===== src/rtl/sub_pkg.sv =====
// Shared types and sizing helpers for the multicycle subtractor.
// Holds the FSM state enum and slice/index width functions.
package sub_pkg;

  typedef enum logic [1:0] {
    IDLE,
    RUN,
    DONE
  } state_t;

  function automatic int nslice(input int w, input int s);
    return w / s;
  endfunction

  function automatic int idx_w(input int n);
    return (n > 1) ? $clog2(n) : 1;
  endfunction

endpackage


===== src/rtl/full_subtractor_slice.sv =====
// Combinational SLICE-bit ripple-borrow subtractor: d = a - b - bin.
// Time-multiplexed by the top across all slices of the operands.
module full_subtractor_slice #(
  parameter int SLICE = 4
) (
  input  logic [SLICE-1:0] a,
  input  logic [SLICE-1:0] b,
  input  logic             bin,
  output logic [SLICE-1:0] d,
  output logic             bout
);

  logic c;

  always_comb begin
    d = '0;
    c = bin;
    for (int i = 0; i < SLICE; i++) begin
      d[i] = a[i] ^ b[i] ^ c;
      c = (~a[i] & b[i]) | (~(a[i] ^ b[i]) & c);
    end
    bout = c;
  end

endmodule


===== src/rtl/multicycle_subtractor.sv =====
// Multicycle A - B - Bin, one SLICE-bit slice per clock, valid/ready I/O.
// Define SUB_SATURATE_EN to saturate Diff on signed overflow.
module multicycle_subtractor
  import sub_pkg::*;
#(
  parameter int WIDTH = 16,
  parameter int SLICE = 4
) (
  input  logic             clk,
  input  logic             rst,
  input  logic             in_valid,
  output logic             in_ready,
  input  logic [WIDTH-1:0] A,
  input  logic [WIDTH-1:0] B,
  input  logic             Bin,
  output logic             out_valid,
  input  logic             out_ready,
  output logic [WIDTH-1:0] Diff,
  output logic             Bout,
  output logic             Ovf
);

  localparam int NSLICE = nslice(WIDTH, SLICE);
  localparam int IW = idx_w(NSLICE);
  localparam int MSB = WIDTH - 1;
  localparam logic [IW-1:0] LAST = IW'(NSLICE - 1);

  if (WIDTH % SLICE != 0) begin : g_chk
    $error("WIDTH must be a multiple of SLICE");
  end

`ifdef SUB_SATURATE_EN
  localparam logic [WIDTH-1:0] SAT_POS = {1'b0, {(WIDTH-1){1'b1}}};
  localparam logic [WIDTH-1:0] SAT_NEG = {1'b1, {(WIDTH-1){1'b0}}};
`endif

  state_t          state;
  logic [IW-1:0]   idx;
  logic            borrow;
  logic [WIDTH-1:0] a_q;
  logic [WIDTH-1:0] b_q;

  logic [SLICE-1:0] a_s;
  logic [SLICE-1:0] b_s;
  logic [SLICE-1:0] d_s;
  logic             bo_s;
  logic [WIDTH-1:0] d_n;
  logic             ovf_n;
  int               base;

  assign in_ready  = (state == IDLE);
  assign out_valid = (state == DONE);

  full_subtractor_slice #(.SLICE(SLICE)) u_slice (
    .a   (a_s),
    .b   (b_s),
    .bin (borrow),
    .d   (d_s),
    .bout(bo_s)
  );

  // Ovf looks at the MSB as it will be after this slice is written.
  always_comb begin
    base  = int'(idx) * SLICE;
    a_s   = a_q[base +: SLICE];
    b_s   = b_q[base +: SLICE];
    d_n   = Diff;
    d_n[base +: SLICE] = d_s;
    ovf_n = (a_q[MSB] != b_q[MSB]) && (d_n[MSB] != a_q[MSB]);
  end

  always_ff @(posedge clk) begin
    if (rst) begin
      state  <= IDLE;
      idx    <= '0;
      borrow <= 1'b0;
      Diff   <= '0;
      Bout   <= 1'b0;
      Ovf    <= 1'b0;
    end else begin
      unique case (state)
        IDLE: begin
          if (in_valid) begin
            a_q    <= A;
            b_q    <= B;
            borrow <= Bin;
            idx    <= '0;
            state  <= RUN;
          end
        end
        RUN: begin
          Diff   <= d_n;
          borrow <= bo_s;
          if (idx == LAST) begin
            Bout  <= bo_s;
            Ovf   <= ovf_n;
            state <= DONE;
`ifdef SUB_SATURATE_EN
            if (ovf_n)
              Diff <= a_q[MSB] ? SAT_NEG : SAT_POS;
`endif
          end else begin
            idx <= idx + IW'(1);
          end
        end
        DONE: begin
          if (out_ready)
            state <= IDLE;
        end
        default: state <= IDLE;
      endcase
    end
  end

endmodule


===== config.mk =====
export PLATFORM = sky130hd
export DESIGN_NAME = multicycle_subtractor
export DESIGN_NICKNAME = d
export VERILOG_FILES = /design/src/rtl/sub_pkg.sv /design/src/rtl/full_subtractor_slice.sv /design/src/rtl/multicycle_subtractor.sv
export SDC_FILE = /design/constraint.sdc
export NUM_CORES = 1
export LEC_CHECK = 0
export ABC_CLOCK_PERIOD_IN_PS = 7700
export CAP_MARGIN = 5
export CELL_PAD_IN_SITES_DETAIL_PLACEMENT = 1
export CELL_PAD_IN_SITES_GLOBAL_PLACEMENT = 1
export CORE_ASPECT_RATIO = 1.5
export CORE_UTILIZATION = 43
export DETAILED_ROUTE_END_ITERATION = 8
export GPL_TIMING_DRIVEN = 0
export MAX_ROUTING_LAYER = met4
export PLACE_DENSITY = 0.95
export SLEW_MARGIN = 20
export SYNTH_ARGS = -nofsm -noshare
export SYNTH_HDL_FRONTEND = slang
export SYNTH_SLANG_ARGS = --single-unit

===== constraint.sdc =====
create_clock -name clk -period 7.7 [get_ports clk]
set_input_delay 1.54 -clock clk [delete_from_list [all_inputs] [get_ports clk]]
set_output_delay 1.54 -clock clk [all_outputs]
set_load 0.1 [all_outputs]

==> impl_metrics.env <==
export IMPL_fin_nets=278
export IMPL_layout_min_cycle_time_ns=3.816
export IMPL_ys_ff_latch=55
export IMPL_postSynthCellCount=168
export IMPL_num_rows=33
export IMPL_dr_pass1_iters=4
export IMPL_synthToLayoutAreaGrowth_pct=32.57
export IMPL_slowest_delay_ns=0.48
export IMPL_vdd_drop_max_mv=0.1436
export IMPL_arrival_ns=4.01
export IMPL_die_x_microns=63.01
export IMPL_syn_num_nets=215
export IMPL_layout_commonest_cell="clkdlybuf4s50_1"
export IMPL_place_gp_congestion=0.8218
export IMPL_die_h_microns=93.52
export IMPL_fp_coreArea_sq_mm=0.005409
export IMPL_grt_usage=0.2077
export IMPL_crit_type="reg -> reg"
export IMPL_dr_wl_met3_microns=155
export IMPL_synth_area_sq_mm=0.002401
export IMPL_hold_viol_final=0
export IMPL_grt_pass1_wl_microns=8866
export IMPL_grt_pass1_vias=1808
export IMPL_layout_drive_gt1_share=0.1078
export IMPL_fin_ws_ns=3.884
export IMPL_drc=0
export IMPL_final_cell_mix="55 x clkdlybuf4s50_1, 32 x edfxtp_1, 23 x dfxtp_1"
export IMPL_cts_path_max_buffers=2
export IMPL_multi_input_area_sq_um=885.9
export IMPL_route_met2_wl_microns=3257
export IMPL_ios=57
export IMPL_cp_required_ns=7.90
export IMPL_wire_per_inst_microns=18.49
export IMPL_drtIter0Drc=107
export IMPL_top_layer="met4"
export IMPL_synth_top_area_frac=0.4002
export IMPL_vias=1624
export IMPL_grt_setup_unrepaired="false"
export IMPL_insertion_delay_ns=0.32
export IMPL_post_cts_buffers=0
export IMPL_place_ws_ns=4.006
export IMPL_vias_per_cell=5.377
export IMPL_cts_buffers=5
export IMPL_avgSynthCellArea_sq_um=14.29
export IMPL_setup_tns_ns=0
export IMPL_leakagePower_nw=1.136
export IMPL_path_common_cell="fa_1"
export IMPL_yosysTopAreaCell="edfxtp_1"
export IMPL_worst_pin_slew_ns=0.9712
export IMPL_clock_skew_ns=0.01426
export IMPL_slew_headroom=0.3505
export IMPL_crit_fanout=10
export IMPL_path_delay_family="adder cells"
export IMPL_status="complete, no violations"
export IMPL_diodes=0
export IMPL_critical_path_buf_inv_count=4
export IMPL_ctsHoldBuffers=0
export IMPL_dp_hpwl_microns=4155
export IMPL_cts_max_level=2
export IMPL_wl_met1_microns=2092
export IMPL_cp_cell_sequence="clkbuf_1 > mux4_2 > inv_1 > fa_1 > inv_1 > fa_1 > fa_1 > inv_1 > fa_1 > nor4b_1 > mux2i_1 > o211ai_2"
export IMPL_overflow=0
export IMPL_max_freq_ghz=0.2621
export IMPL_initial_utilization=0.4439
export IMPL_cap_violations=0
export IMPL_p_per_area_mw_per_mm2=199.2
export IMPL_min_path_type="reg -> reg"
export IMPL_die_area_sq_mm=0.005893
export IMPL_grt_max_degree=33
export IMPL_crit_path_end_kind="register"
export IMPL_finalCritPeriodShare=0.4955
export IMPL_antenna_found_initial=0
export IMPL_cts_clk_slew_worst_paths_ns=0.11
export IMPL_cts_sinks=55
export IMPL_slowest_stage="clkbuf_1"
export IMPL_worstSetupStartpointType="register"
export IMPL_fill_cells=535
export IMPL_numPortBuffers=55
export IMPL_synth_cell_types=30
export IMPL_ant_nets=0
export IMPL_post_cts_resized=0
export IMPL_yosys_warnings=0
export IMPL_tritoncts="yes"
export IMPL_clockRootBuffer="clkbuf_8"
export IMPL_routed_wl_microns=5585
export IMPL_yosys_top_cells_area="edfxtp_1 40%, dfxtp_1 19%, mux4_2 6.6%"
export IMPL_seq_area_sq_mm=0.001421
export IMPL_setup_viol=0
export IMPL_maxSlewViolCount=0
export IMPL_yosysSeqAreaShare=0.5920
export IMPL_power_w=0.0006341
-- where the power goes --
group          switching, W  internal, W
clock              0.000102    0.0000988
sequential       0.00000537     0.000322
combinational     0.0000610    0.0000450
total              0.000168     0.000466
-- through the flow --
stage	hold slack, ns	cells	area, sq um	utilization
final	0.5050	302	3183	0.5885
after global routing	0.5477	302	3183	0.5885
after CTS	0.5113	302	3183	0.5885
after detailed placement	0.4830	294	3067	0.5670
after global placement	0.4711	293	3039	0.5619
after floorplan	0.4839	168	2401	-
-- synthesized netlist by cell type --
cell       n
edfxtp_1  32
nand3_1    3
a21oi_1    3
and2b_1    1
nand2b_1   3
nor2_1    20
nand2_1    1
nor3_1     1
nor3b_2    1
a2111o_1   1
buf_4      1
ha_1       6
mux4_1     1
buf_6      3
and3b_1    4
or3b_1     5
mux4_2     7
nor2b_1    2
o211ai_2   1
inv_1     11
a32oi_1   16
nor4b_1    1
dfxtp_1   23
a311oi_1   1
clkbuf_1   5
nand3b_1   6
mux2i_1    3
fa_1       4
nor3b_4    1
nand3b_4   1
-- cell families (layout without fill, tap and decap cells) --
group,after synthesis,in the layout,share of synthesized area
buffers and inverters,20,84,0.04221
multiplexers,11,11,0.08911
flip-flops,55,55,0.5920
AND/OR/NAND/NOR,50,50,0.1339
adder cells (fa/ha/maj),10,10,0.06462
AO/OA/AOI/OAI,22,22,0.07816
-- routing by layer --
layer  global-route usage  vias up
met5                    -        -
met2               0.4005       48
li1                     -      762
met1               0.2120      806
met4              0.06395        0
met3              0.02927        8
-- sequential cells by signal (all words and copies together), names as in the netlist --
register and count:
Ovf 1, b_q 16, borrow 1, state 2
a_q 16, Bout 1, idx 2, Diff 16
-- worst reg2reg max path, stage by stage, from the launching register on --
cell	delay, ns
dfxtp_1	0.39
clkbuf_1	0.48
mux4_2	0.40
inv_1	0.10
fa_1	0.19
inv_1	0.05
fa_1	0.37
fa_1	0.37
inv_1	0.09
fa_1	0.44
nor4b_1	0.37
mux2i_1	0.33
o211ai_2	0.12
-- final timing paths --
| kind | from | slack [ns] | cells after the start | endpoint |
|---|---|---|---|---|
| worst max-delay path | idx[1]$_SDFFE_PP0P_ | 3.88 | 12 | Ovf$_SDFFE_PP0P_ |
| worst min-delay path | Diff[7]$_SDFFE_PP0P_ | 0.51 | 2 | Diff[7]$_SDFFE_PP0P_ |
| worst max register to register | idx[1]$_SDFFE_PP0P_ | 3.88 | 12 | Ovf$_SDFFE_PP0P_ |
| worst min register to register | Diff[7]$_SDFFE_PP0P_ | 0.51 | 2 | Diff[7]$_SDFFE_PP0P_ |
-- area by class of cell --
type	count	share of cell area
tap	70	0.02752
multi-input combinational	93	0.2783
inverter	11	0.01297
clock buffer	5	0.02162
timing repair buffer	56	0.1792
clock inverter	3	0.01494
sequential	55	0.4465
buffer	9	0.01887
(Power assumes the default switching activity.)
